===== src/rtl/act_pkg.sv =====
// Shared activation-mode encoding and fixed-point constants for the activation pipeline.
package act_pkg;

  typedef enum logic [1:0] {
    ACT_BYPASS = 2'd0,
    ACT_RELU   = 2'd1,
    ACT_LEAKY  = 2'd2,
    ACT_CLIP   = 2'd3
  } act_mode_t;

  localparam logic signed [15:0] Q412_SIX = 16'sh6000;

endpackage


===== src/rtl/act_lane.sv =====
// Single-lane activation, purely combinational (zero latency, no flow control).
// Negative detection uses the sign bit directly; leaky uses an arithmetic shift (floor).
module act_lane
  import act_pkg::*;
#(
  parameter int                     W          = 16,
  parameter int                     LEAK_SHIFT = 3,
  parameter logic signed [W-1:0]    CLIP_VAL   = Q412_SIX
) (
  input  logic [W-1:0] x,
  input  logic [1:0]   mode,
  output logic [W-1:0] y
);

  logic signed [W-1:0] w_x;
  logic                w_neg;

  assign w_x   = x;
  assign w_neg = w_x[W-1];

  always_comb begin
    y = x;
    case (act_mode_t'(mode))
      ACT_RELU:  if (w_neg) y = '0;
      ACT_LEAKY: if (w_neg) y = w_x >>> LEAK_SHIFT;
      ACT_CLIP: begin
        if (w_neg)                y = '0;
        else if (w_x > CLIP_VAL)  y = CLIP_VAL;
      end
      default:   y = x;
    endcase
  end

endmodule


===== src/rtl/act_relu_pipe.sv =====
// N-lane activation stage with per-vector zero count; 2-cycle latency, 1 vector/cycle.
// Full valid/ready backpressure: outputs hold under stall, ready_out follows ready_in combinationally.
module act_relu_pipe
  import act_pkg::*;
#(
  parameter int                  N          = 32,
  parameter int                  W          = 16,
  parameter int                  LEAK_SHIFT = 3,
  parameter logic signed [W-1:0] CLIP_VAL   = Q412_SIX,
  parameter int                  ZC_W       = $clog2(N+1)
) (
  input  logic              clk,
  input  logic              reset,
  input  logic              valid_in,
  output logic              ready_out,
  input  logic [1:0]        mode_in,
  input  logic [N*W-1:0]    input_data,
  output logic              valid_out,
  input  logic              ready_in,
  output logic [N*W-1:0]    output_data,
  output logic [ZC_W-1:0]   zero_count
);

  logic              r_s1_valid;
  logic [1:0]        r_s1_mode;
  logic [N*W-1:0]    r_s1_data;
  logic              r_s2_valid;
  logic [N*W-1:0]    r_s2_data;
  logic [ZC_W-1:0]   r_s2_zc;

  logic              w_s1_en;
  logic              w_s2_en;
  logic [N*W-1:0]    w_y;
  logic [ZC_W-1:0]   w_zc;

  assign w_s2_en   = !r_s2_valid || ready_in;
  assign w_s1_en   = !r_s1_valid || w_s2_en;
  assign ready_out = w_s1_en;

  // Lanes see the mode captured with the vector, so a held vector keeps its own mode.
  for (genvar g = 0; g < N; g++) begin : g_lane
    act_lane #(
      .W          (W),
      .LEAK_SHIFT (LEAK_SHIFT),
      .CLIP_VAL   (CLIP_VAL)
    ) u_lane (
      .x    (r_s1_data[g*W +: W]),
      .mode (r_s1_mode),
      .y    (w_y[g*W +: W])
    );
  end

  always_comb begin
    w_zc = '0;
    for (int i = 0; i < N; i++) begin
      w_zc = w_zc + ZC_W'(w_y[i*W +: W] == '0);
    end
  end

  always_ff @(posedge clk or negedge reset) begin
    if (!reset) begin
      r_s1_valid <= 1'b0;
      r_s1_mode  <= '0;
      r_s1_data  <= '0;
    end else if (w_s1_en) begin
      r_s1_valid <= valid_in;
      if (valid_in) begin
        r_s1_data <= input_data;
        r_s1_mode <= mode_in;
      end
    end
  end

  always_ff @(posedge clk or negedge reset) begin
    if (!reset) begin
      r_s2_valid <= 1'b0;
      r_s2_data  <= '0;
      r_s2_zc    <= '0;
    end else if (w_s2_en) begin
      r_s2_valid <= r_s1_valid;
      if (r_s1_valid) begin
        r_s2_data <= w_y;
        r_s2_zc   <= w_zc;
      end
    end
  end

  assign valid_out   = r_s2_valid;
  assign output_data = r_s2_data;
  assign zero_count  = r_s2_zc;

endmodule


===== config.mk =====
export PLATFORM = sky130hd
export DESIGN_NAME = act_relu_pipe
export DESIGN_NICKNAME = d
export VERILOG_FILES = /design/src/rtl/act_pkg.sv /design/src/rtl/act_lane.sv /design/src/rtl/act_relu_pipe.sv
export SDC_FILE = /design/constraint.sdc
export NUM_CORES = 2
export LEC_CHECK = 0
export CORE_AREA = 4 4 405 407
export CTS_BUF_LIST = sky130_fd_sc_hd__clkbuf_8
export DETAILED_ROUTE_END_ITERATION = 10
export DIE_AREA = 0 0 409 411
export PLACE_DENSITY = 0.53
export SETUP_SLACK_MARGIN = 0.02
export SLEW_MARGIN = 20
export SYNTH_ARGS = -nofsm -noshare
export SYNTH_HDL_FRONTEND = slang
export SYNTH_SLANG_ARGS = --single-unit

===== constraint.sdc =====
create_clock -name clk -period 10.35 [get_ports clk]
set_clock_uncertainty 0.05 [all_clocks]
set_input_delay 2.07 -clock clk [delete_from_list [all_inputs] [get_ports clk]]
set_output_delay 2.07 -clock clk [all_outputs]
set_load 0.02 [all_outputs]

Word-level counts from Yosys, hierarchy flattened

Cells that the tools add are included.

Multiplexer cells: 160
Order comparisons: 32
Add/subtract/negate cells: 31
Reduce and logical (&&, ||, !) cells: 38
Equality and inequality tests: 3
$mul: 0
Bitwise gates (word level): 0
Div/mod/pow operators: 0
Shifts and indexed selects: 0

Operators by type and width:

| operator                                                        | count |
|---|---|
| 16-bit case mux with 3 select lines                             | 32 |
| 16-bit 2-to-1 mux                                               | 64 |
| 15-bit 2-to-1 mux                                               | 64 |
| 16-bit > comparator, second input constant                      | 32 |
| 16-bit logical NOT                                              | 32 |
| 6-bit by 1-bit adder with 6-bit output                          | 26 |
| 5-bit by 1-bit adder with 6-bit output                          | 1 |
| 4-bit by 1-bit adder with 5-bit output                          | 1 |
| 3-bit by 1-bit adder with 4-bit output                          | 1 |
| 2-bit == test, second input constant                            | 2 |
| 2-bit AND reduction                                             | 2 |
| 2-bit by 1-bit adder with 3-bit output                          | 1 |
| 1-bit by 1-bit adder with 2-bit output                          | 1 |
| 2-bit by 1-bit == test with 1-bit output, second input constant | 1 |
| 1-bit logical NOT                                               | 2 |
| 1-bit logical OR                                                | 2 |

Input bits: 518
Latch bits: 0
Logic and storage cells: 270
Bits in writable memories: 0
Memory bits (read-only): 0
Memories: 0
Bits in registers: 1034
Output and inout port bits: 520

Depth between registers and ports, before layout

Word-level depth: 36
Mapped depth: 26
Depth with buffers taken out: 22

Hierarchy

From an unflattened synthesis, not the netlist that was laid out.

Cells, all modules: 4149
Area, all modules: 55627.1 um2

By module, submodules not included:

| module        | instances | area each (um2) | cells an instance | seq. area each (um2) |
|---|---|---|---|---|
| act_relu_pipe | 1         | 41893.9         | 2421              | 25874.8 |
| act_lane      | 32        | 429.2           | 54                | 0.0 |

Worst setup path before layout

No wires, ideal clock.

Path type: register to register
Start point: register r_s1_mode[0]
End point: register r_s2_zc[4] (netlist: zero_count[4])
Stages on the path, launching flop included: 25
Library setup time: 0.083 ns
Arrival: 5.802 ns
Clock period less this slack: 5.935 ns
Path buffers: 3
Data required time: 10.217 ns
Slack: 4.415 ns
Cells stage by stage: dfrtp_1 > buf_2 > or2_1 > buf_2 > buf_6 > a2111oi_0 > nand2_1 > a31o_1 > fa_1 > fa_1 > inv_1 > fa_1 > inv_1 > fa_1 > fa_1 > inv_1 > fa_1 > ha_1 > inv_1 > fa_1 > inv_1 > a21o_1 > a21oi_1 > xor2_1 > o21ai_0

Word-level cells in the longest chain between the ends: 34
Elaborated cells on any way between the ends: 98
Classes of those cells: add/sub: 31; eq/ne: 3; mux: 32; reduce/logical: 32

RTL lines:

| what                                                                      | line                | text |
|---|---|---|
| start: declaration                                                        | act_relu_pipe.sv:25 | `logic [1:0] r_s1_mode;` |
| start signal: assignment                                                  | act_relu_pipe.sv:69 | `r_s1_mode <= mode_in;` |
| 2-bit == test or 2-bit by 1-bit == test with 1-bit output (tied branches) | act_lane.sv:23      | `case (act_mode_t'(mode))` |
| 16-bit case mux with 3 select lines                                       | act_lane.sv:23      |  |
| 16-bit logical NOT                                                        | act_relu_pipe.sv:56 | `w_zc = w_zc + ZC_W'(w_y[i*W +: W] == '0);` |
| 1-bit by 1-bit adder with 2-bit output                                    | act_relu_pipe.sv:56 |  |
| 2-bit by 1-bit adder with 3-bit output                                    | act_relu_pipe.sv:56 |  |
| 3-bit by 1-bit adder with 4-bit output                                    | act_relu_pipe.sv:56 |  |
| 4-bit by 1-bit adder with 5-bit output                                    | act_relu_pipe.sv:56 |  |
| 5-bit by 1-bit adder with 6-bit output                                    | act_relu_pipe.sv:56 |  |
| 6-bit by 1-bit adder with 6-bit output (25 in series)                     | act_relu_pipe.sv:56 |  |
| 6-bit by 1-bit adder with 6-bit output *                                  | act_relu_pipe.sv:56 |  |
| end signal: assignment                                                    | act_relu_pipe.sv:83 | `r_s2_zc <= w_zc;` |
| end: declaration                                                          | act_relu_pipe.sv:29 | `logic [ZC_W-1:0] r_s2_zc;` |

Mark *: on every way between the ends. The rest lies on a longest branch, timed or not.
A chain may end at the register's enable or synchronous reset.

Final worst setup path

Ends and elaborated chain as after synthesis.

==> flow_metrics.tcl <==
set metrics [dict create \
    outcome "finished, final reports clean" \
    critPathSlowestCell "dfrtp_4" \
    powerDensity_mw_per_mm2 224 \
    r2r-end "zero_count[4]$_DFFE_PN0P_" \
    worstHoldStart "output_data[140]$_DFFE_PN0P_" \
    clock_sinks 1034 \
    wire_per_inst_um 27.1 \
    setup_ws_ns 2.49 \
    num_rows 147 \
    async_flop_share_pct 100 \
    yosysTopAreaCell "dfrtp_1" \
    critPathKind "reg2reg" \
    viasPerCell 5.27 \
    maxSlewViolCount 0 \
    die_w_um 409 \
    critPathArrivalTime_ns 8.57 \
    crit_path_start_kind "register" \
    hpwl_um 153000 \
    hold_end "output_data[140]$_DFFE_PN0P_" \
    register_area_sq_mm 0.0259 \
    worst_pin_slew_ns 1.13 \
    hold_viol 0 \
    layout-drive-gt1-share_pct 8.64 \
    tritoncts "built" \
    crit_fanout 52 \
    worstSkewPairLatency_ns 0.93 \
    dieArea_sq_mm 0.168 \
    p_leak_nw 26.2 \
    io_pins 1038 \
    numCtsBuffers 192 \
    relSlewSlack_pct 23.9 \
    fin_crit_ns 7.86 \
    drtAntennaViolNets 0 \
    post_cts_resized 0 \
    ff2ff_setup_slack_ns 2.49 \
    synth_top_cell_area_share_pct 54.6 \
    coreArea_sq_mm 0.160 \
    drc_errors 0 \
    synth_area_leaders "dfrtp_1, mux2_1, nand2_1, o21ai_0, nor2_1" \
    rsz0062_at_grt "no" \
    cp_common_cell "fa_1" \
    synth_nets 4910 \
    path_clk_slew_ns 0.07 \
    hold_depth 2 \
    synth.avg_cell_area_sq_um 10.9 \
    synth_cell_types 88 \
    synthToLayoutAreaGrowth_pct 34.3 \
    fin_crit_sh_pct 76.0 \
    crit_buf_inv 4 \
    yosysMostFrequentCell "dfrtp_1" \
    peakVddDrop_v 0.000118 \
    grt-ovfl-total 0 \
    cts_hold_buf 0 \
    max_stage_delay_ns 0.89 \
    fill_cells 15700 \
    ys.flop_type "dfrtp_1" \
    initial_core_util_pct 29.6 \
    fin_setup_tns_ns 0 \
    synth_common_cells "dfrtp_1, nand2_1, mux2_1, nor2_1, o21ai_0" \
    num_vias 40500 \
    reg2reg_depth 21 \
    wl_um 208000 \
    yosys_warnings 0 \
    post_cts_buffers 0 \
    crit_start "r_s1_mode[0]$_DFFE_PN0P_" \
    max_freq_ghz 0.127 \
    hold_path.class "reg2reg" \
    grt_max_degree 181 \
    post-place-ws_ns 2.46 \
    cap_violations 0 \
    grt_pass1_vias 40100 \
    grtUsageTotal_pct 23.9 \
    drtPass1Iterations 5 \
    cts_root_buffer "clkbuf_8" \
    crit_chain "and2_4 > nand4b_1 > o21ai_1 > nor2_1 > nor4_1 > fa_1 > inv_1 > fa_1 > fa_1 > fa_1 > fa_1 > inv_1 > fa_1 > ha_1 > inv_1 > fa_1 > inv_1 > a21o_1 > a21oi_1 > xor2_1 > o21ai_0" \
    regToRegStartpoint "r_s1_mode[0]$_DFFE_PN0P_" \
    synth_seq_area_share_pct 54.6 \
    globalplace.congestion 0.891 \
    synth_seq_cells 1034 \
    critPathCaptureType "register" \
    drtIter0Drc 4018 \
    setup_viol 0 \
    antenna_found_initial 70 \
    critPathTopFamily "adder cells" \
    num-nets-final 5868 \
    cts_max_path_buffers 3 \
    synth_edf_count 0 \
    multiInputGateArea_sq_mm 0.0197 \
    grt_pass1_wl_um 297000 \
    htree_levels 4 \
    syn_inst 4361 \
    io_buffers 1037 \
    required_ns 11.06 \
    synth_area_sq_mm 0.0474 \
    fp.dieH_um 411 \
]
per-stage QoR:
step                      total power [mW]  cell area, sq um  utilization, %  hold WS, ns  cells
after global placement                10.1             59400            37.1        0.403   7285
after detailed placement              10.1             59400            37.1        0.412   7285
after global routing                  15.0             63600            39.7        0.441   7675
after floorplan                       7.66             47400               -        0.422   4361
after CTS                             14.4             63500            39.7        0.427   7636
final                                 14.3             63700            39.8        0.422   7695
worst max-delay path by stage:
stage | depth (start not counted) | slack (ns) | to
final | 21 | 2.49 | zero_count[4]$_DFFE_PN0P_
after floorplan | 24 | 4.41 | zero_count[4]$_DFFE_PN0P_
after global placement | 21 | 2.50 | zero_count[4]$_DFFE_PN0P_
after global routing | 21 | 2.16 | zero_count[4]$_DFFE_PN0P_
after detailed placement | 21 | 2.46 | zero_count[4]$_DFFE_PN0P_
after CTS | 21 | 2.42 | zero_count[4]$_DFFE_PN0P_
cell type report:
| type | count | share of cell area [%] |
|---|---|---|
| tap | 2160 | 4.24 |
| antenna | 59 | 0.232 |
| timing repair buffer | 1083 | 17.1 |
| clock buffer | 254 | 5.49 |
| multi-input combinational | 2939 | 30.9 |
| clock inverter | 97 | 0.947 |
| inverter | 69 | 0.418 |
| sequential | 1034 | 40.6 |
cell usage in the layout, fill, tap and decap left out, types with 33 or more instances in the layout:
cell,n
nor4_1,52
nor3_1,55
o21ai_1,109
a32oi_1,64
nand3_1,88
a221oi_1,38
mux2_1,400
nand2_1,526
dfrtp_1,1032
clkbuf_8,254
o21ai_0,283
a221o_1,49
a21oi_1,196
mux2i_1,50
and2_1,38
and3_1,61
diode_2,59
a31oi_1,68
nor2_1,285
inv_1,126
buf_4,33
clkdlybuf4s50_1,1036
mux2_2,93
o31ai_1,54
a22oi_1,103
where the power goes:
group | internal [mW] | leakage, nW | switching, mW
combinational | 1.86 | 11.5 | 2.46
clock | 2.30 | 2.34 | 1.90
sequential | 4.87 | 12.4 | 0.871
total | 9.03 | 26.2 | 5.24
cells by family (layout without fill, tap and decap cells):
kind of cell               Yosys count  after routing  share of synthesized area [%]
AOI/OAI and AO/OA                 1149           1149                           15.8
buffers and inverters              388           1503                           4.01
and+or+nand+nor                   1213           1213                           11.6
muxes                              543            543                           12.8
xor gates and xnor gates             3              3                         0.0554
DFF                               1034           1034                           54.6
other                                0             59                              0
adders and majority gates           31             31                           1.20
layer usage:
layer	part of all wire, %	vias up	wire length [um]	track usage, %
met5	0.061	-	127	0
met4	4.0	18	8290	11.1
met3	8.7	372	18000	8.25
met2	47	1726	96900	37.2
met1	41	20500	85000	29.9
li1	-	18000	-	-
worst register-to-register path: stages (launching register included):
cell,delay [ns]
dfrtp_4,0.89
and2_4,0.98
nand4b_1,0.31
o21ai_1,0.32
nor2_1,0.09
nor4_1,0.70
fa_1,0.53
inv_1,0.14
fa_1,0.46
fa_1,0.56
fa_1,0.43
fa_1,0.50
inv_1,0.05
fa_1,0.51
ha_1,0.17
inv_1,0.06
fa_1,0.46
inv_1,0.08
a21o_1,0.10
a21oi_1,0.07
xor2_1,0.14
o21ai_0,0.09
sequential cells by signal, summed over array words and instances, names as in the netlist:
name	cells
r_s1_data	512
output_data	512
valid_out	1
r_s1_valid	1
zero_count	6
r_s1_mode	2
No activity file was read; power rests on OpenSTA's default activity.
